--- src/rtl/wb_pkg.sv ---
// Shared encodings for the writeback mux pipeline: extension modes and select width.
package wb_pkg;

  localparam int SELW = 4;

  typedef enum logic [2:0] {
    EXT_WORD   = 3'd0,
    EXT_BYTE_S = 3'd1,
    EXT_BYTE_U = 3'd2,
    EXT_HALF_S = 3'd3,
    EXT_HALF_U = 3'd4
  } ext_mode_e;

endpackage

--- src/rtl/wb_extend.sv ---
// Lane extraction and sign/zero extension of the selected writeback value.
module wb_extend
  import wb_pkg::*;
#(
  parameter int WIDTH = 32
) (
  input  logic [WIDTH-1:0] val_i,
  input  logic [2:0]       mode_i,
  input  logic [1:0]       off_i,
  output logic [WIDTH-1:0] data_o,
  output logic             err_o
);

  logic [31:0] lo32;
  logic [7:0]  byte_v;
  logic [15:0] half_v;

  // Byte and half lanes always come from the low 32 bits.
  if (WIDTH >= 32) begin : g_wide
    assign lo32 = val_i[31:0];
  end else begin : g_narrow
    assign lo32 = {{(32-WIDTH){1'b0}}, val_i};
  end

  assign byte_v = lo32[{off_i, 3'b000} +: 8];
  assign half_v = lo32[{off_i[1], 4'b0000} +: 16];

  always_comb begin
    data_o = '0;
    err_o  = 1'b0;
    case (ext_mode_e'(mode_i))
      EXT_WORD:   data_o = val_i;
      EXT_BYTE_S: data_o = {{(WIDTH-8){byte_v[7]}}, byte_v};
      EXT_BYTE_U: data_o = {{(WIDTH-8){1'b0}}, byte_v};
      EXT_HALF_S: begin
        data_o = {{(WIDTH-16){half_v[15]}}, half_v};
        err_o  = off_i[0];
      end
      EXT_HALF_U: begin
        data_o = {{(WIDTH-16){1'b0}}, half_v};
        err_o  = off_i[0];
      end
      default:    err_o = 1'b1;
    endcase
  end

endmodule

--- src/rtl/wb_mux_pipe.sv ---
// Source select, lane extension and a one-entry valid/ready output register
// feeding the register-file write port, plus a saturating accept counter.
module wb_mux_pipe
  import wb_pkg::*;
#(
  parameter int          WIDTH     = 32,
  parameter int          NSRC      = 9,
  parameter int          CONST_IDX = 5,
  parameter int unsigned CONST_VAL = 227
) (
  input  logic                  clk,
  input  logic                  reset,
  input  logic [NSRC*WIDTH-1:0] src_data,
  input  logic [SELW-1:0]       sel,
  input  logic [2:0]            ext_mode,
  input  logic [1:0]            byte_off,
  input  logic                  in_valid,
  output logic                  in_ready,
  output logic                  out_valid,
  input  logic                  out_ready,
  output logic [WIDTH-1:0]      out_data,
  output logic                  out_err,
  output logic [15:0]           xfer_cnt
);

  logic [WIDTH-1:0] sel_val;
  logic [WIDTH-1:0] ext_data;
  logic             ext_err;
  logic             sel_err;
  logic             req_err;
  logic             accept;

  logic             valid_q, valid_d;
  logic [WIDTH-1:0] data_q, data_d;
  logic             err_q, err_d;
  logic [15:0]      cnt_q, cnt_d;

  always_comb begin
    sel_val = '0;
    for (int i = 0; i < NSRC; i++) begin
      if (int'(sel) == i) sel_val = src_data[i*WIDTH +: WIDTH];
    end
    if (int'(sel) == CONST_IDX) sel_val = WIDTH'(CONST_VAL);
  end

  assign sel_err = (int'(sel) >= NSRC);

  wb_extend #(.WIDTH(WIDTH)) u_extend (
    .val_i  (sel_val),
    .mode_i (ext_mode),
    .off_i  (byte_off),
    .data_o (ext_data),
    .err_o  (ext_err)
  );

  assign req_err  = sel_err | ext_err;
  assign in_ready = !valid_q || out_ready;
  assign accept   = in_valid && in_ready;

  always_comb begin
    valid_d = valid_q;
    data_d  = data_q;
    err_d   = err_q;
    cnt_d   = cnt_q;
    if (accept) begin
      valid_d = 1'b1;
      err_d   = req_err;
      data_d  = req_err ? '0 : ext_data;
      if (cnt_q != 16'hFFFF) cnt_d = cnt_q + 16'd1;
    end else if (out_ready) begin
      // Drain without refill: data is left in place, only valid drops.
      valid_d = 1'b0;
    end
  end

  always_ff @(posedge clk or negedge reset) begin
    if (!reset) begin
      valid_q <= 1'b0;
      data_q  <= '0;
      err_q   <= 1'b0;
      cnt_q   <= '0;
    end else begin
      valid_q <= valid_d;
      data_q  <= data_d;
      err_q   <= err_d;
      cnt_q   <= cnt_d;
    end
  end

  assign out_valid = valid_q;
  assign out_data  = data_q;
  assign out_err   = err_q;
  assign xfer_cnt  = cnt_q;

endmodule

--- config.mk ---
export PLATFORM = sky130hd
export DESIGN_NAME = wb_mux_pipe
export DESIGN_NICKNAME = d
export VERILOG_FILES = /design/src/rtl/wb_pkg.sv /design/src/rtl/wb_extend.sv /design/src/rtl/wb_mux_pipe.sv
export SDC_FILE = /design/constraint.sdc
export NUM_CORES = 1
export LEC_CHECK = 0
export BUFFER_PORTS_ARGS = -buffer_cell sky130_fd_sc_hd__buf_2
export CAP_MARGIN = 0
export CELL_PAD_IN_SITES_DETAIL_PLACEMENT = 0
export CELL_PAD_IN_SITES_GLOBAL_PLACEMENT = 1
export CORE_ASPECT_RATIO = 0.9
export CORE_MARGIN = 1.5
export CORE_UTILIZATION = 29
export CTS_CLUSTER_SIZE = 30
export DETAILED_ROUTE_END_ITERATION = 12
export PLACE_DENSITY = 0.87
export SETUP_SLACK_MARGIN = 0.05
export SYNTH_ARGS = -nofsm -noshare
export SYNTH_HDL_FRONTEND = slang
export SYNTH_SLANG_ARGS = --single-unit
--- constraint.sdc ---
create_clock -name clk -period 2 [get_ports clk]
set_input_delay 0.1 -clock clk [delete_from_list [all_inputs] [get_ports clk]]
set_output_delay 0.1 -clock clk [all_outputs]
set_load 0.01 [all_outputs]
==> metrics.yaml <==
clocking:
  clkSlewWorstSetupHoldPaths_ns: 0.07
  clk_latency_ns: 0.29
  cts_sinks: 50
  cts_tree: "yes"
  cts_buffers: 5
  cts_buffer_depth: 2
  htree_levels: 2
  cts_root_buffer: "clkbuf_16"
route:
  drc: 0
  antenna_left: 0
  via_per_inst: 5.54
  first_pass_iters: 5
  vias: 6932
  totalWireLength_mm: 26.9
  wl_per_cell_um: 21.5
  drt_iter0_markers: 565
power_and_ir_drop:
  total_power_w: 0.00376
  p_leak_nw: 4.01
  peakVddDrop_uv: 313
  powerDensity_nw_per_um2: 466
worst_setup_path:
  cp_data_required_time_ns: 2.18
  arrival_ns: 2.07
  reg2reg_depth: 7
  critPathKind: "primary input to register"
  crit_fanout: 11
  cpPeakStageDelay_ns: 0.46
  r2r-end: "xfer_cnt[7]"
  critPathBufInv: 1
  r2r_start: "xfer_cnt[8]"
  ff2ff_setup_slack_ns: 0.15
  crit_path_top_delay_cell: "a221o_2"
  cp_top_family: "compound AO/OA/AOI/OAI gates"
  startpoint_type: "primary input"
  path_cells: "buf_16 > mux2_1 > a21oi_2 > o2111ai_2 > and2_1 > a221o_2 > a21bo_4 > a211o_1"
  cp-end-kind: "register"
sta:
  whs_ns: 0.0538
  setup_viol: 0
  period_share: 0.943
  finalMaxSlewViolations: 0
  rsz0062_at_grt: "false"
  fin_crit_ns: 1.89
  max_clock_freq_mhz: 530
  slew_headroom: 0.561
  setup_ws_ns: 0.114
  hold_violations: 0
  tightest_slew_ns: 0.659
  clock_skew_ns: 0.00420
global_route:
  grt_pass1_wl_mm: 39.0
  grt_pass1_vias: 6662
  grt_start_max_net_pins: 51
  antenna_found_initial: 2
  grt_overflow: 0
  grt_usage: 0.283
synth:
  syn_area_sq_um: 5080
  synth_cell_types: 75
  ys_async_sr_fraction: 1.00
  ys_ff_latch: 50
  ys_seq_area_frac: 0.246
  avgSynthCellArea_sq_um: 8.13
  synth_edf_count: 0
  synth_cells: 625
  synthesis.nets: 927
  yosysWarnings: 0
  synth_ff_type: "dfrtp_1"
placed_design:
  io_buffers: 319
  dpl.cell_count: 1228
  dpl_worst_slack_ns: -0.312
  gp_congestion: 0.909
  place_hpwl_mm: 21.7
floorplanning:
  fp.dieH_um: 129
  core_area_sq_um: 17000
  rows: 45
  ios: 352
  floorplan.initialDensity: 0.299
  die_x_um: 143
  dieArea_sq_um: 18300
min_path:
  hp-class: "primary input to register"
  whs_endpoint: "out_valid"
  holdPathStages: 2
  hp-start: "in_valid"
final_layout:
  layout-drive-gt1-share: 0.494
  areaGrowthSynthToFinish_pct: 58.7
  nFillCells: 1761
  multi_input_area_sq_um: 3660
  final_common_cell: "buf_2"
  layout_common_cells: "buf_2, buf_4, nand2_1, a21oi_1, dfrtp_1"
  nNetsFinal: 1316
  postLayoutCoreUtil: 0.474
  regArea_sq_um: 1250
  final_cells: 1252
status:
  status: "completed"
flow_run:
  max_cap_viol_count: 0
[through the flow]
step | cell area, sq um | TNS, ns
3_3_place_gp | 7540 | -5.87
5_1_grt | 8060 | 0
3_5_place_dp | 7540 | -7.35
4_1_cts | 7780 | 0
2_1_floorplan | 5130 | -1.78
6_report | 8060 | 0
[kinds of logic (layout without fill, tap and decap cells)]
kind of cell	count (synthesis)	after routing	synth area share
muxes	51	51	0.136
buffers and inverters	67	456	0.0625
DFF	50	50	0.246
and+or+nand+nor	209	209	0.203
other	0	2	0
AOI/OAI and AO/OA	230	231	0.321
adders and majority gates	2	2	0.00443
xor gates and xnor gates	16	16	0.0276
[flip-flops by register name (all words and copies together), names as in the netlist]
| register | flops |
|---|---|
| out_valid | 1 |
| out_data | 32 |
| xfer_cnt | 16 |
| out_err | 1 |
[power breakdown]
group	switching (W)	internal [W]
sequential	0.0000993	0.00111
clock	0.000387	0.000592
combinational	0.000793	0.000782
total	0.00128	0.00248
[layout make-up]
| class | count | share of cell area |
|---|---|---|
| flip-flops and latches | 50 | 0.155 |
| well taps | 235 | 0.0365 |
| clock buffers | 6 | 0.0160 |
| multi-input cells | 509 | 0.454 |
| diodes | 2 | 0.000621 |
| repair buffers | 437 | 0.328 |
| inverters | 11 | 0.00512 |
| clock inverters | 2 | 0.00465 |
[cell usage after synthesis, types with 10 or more instances]
| cell | count | area, sq um |
|---|---|---|
| nand2_1 | 72 | 270 |
| clkbuf_1 | 28 | 105 |
| buf_2 | 14 | 70.1 |
| o22ai_1 | 18 | 113 |
| inv_1 | 11 | 41.3 |
| nand3_1 | 16 | 80.1 |
| a221oi_1 | 15 | 131 |
| dfrtp_1 | 50 | 1250 |
| o21ai_0 | 36 | 180 |
| a221o_1 | 14 | 140 |
| nor2b_1 | 13 | 81.3 |
| mux4_2 | 13 | 293 |
| mux2i_1 | 27 | 270 |
| xnor2_1 | 10 | 87.6 |
| nor2_1 | 47 | 176 |
| a21oi_1 | 52 | 260 |
| nand2b_1 | 10 | 62.6 |
| nor3_1 | 11 | 55.1 |
| a22oi_1 | 15 | 113 |
[timing repair]
item | 4_1_cts | 5_1_grt
setup endpoints to repair | 15 | 37
hold endpoints to repair | 50 | 0
gates cloned | 1 | 3
hold buffers | 1 | 0
pin swaps | 4 | 17
gates resized for setup | 10 | 35
setup buffers | 1 | 8
[layer usage]
layer,global-route usage,wire [um],share of wire
met1,0.369,11000,0.41
met2,0.489,13000,0.48
met3,0.0599,2570,0.096
met4,0.0461,330,0.012
met5,0,20,0.00074
[how the worst max path moves through the flow]
stage,startpoint,to,slack [ns],cells past startpoint
floorplan,sel[0],out_data[20],-0.17,9
global placement,sel[1],out_data[22],-0.24,8
detailed placement,sel[3],out_data[26],-0.31,9
CTS,sel[3],out_data[27],0.06,9
global route,xfer_cnt[8],xfer_cnt[9],0.004,7
finish,sel[1],out_data[22],0.11,8
No activity file was read; power rests on OpenSTA's default activity.
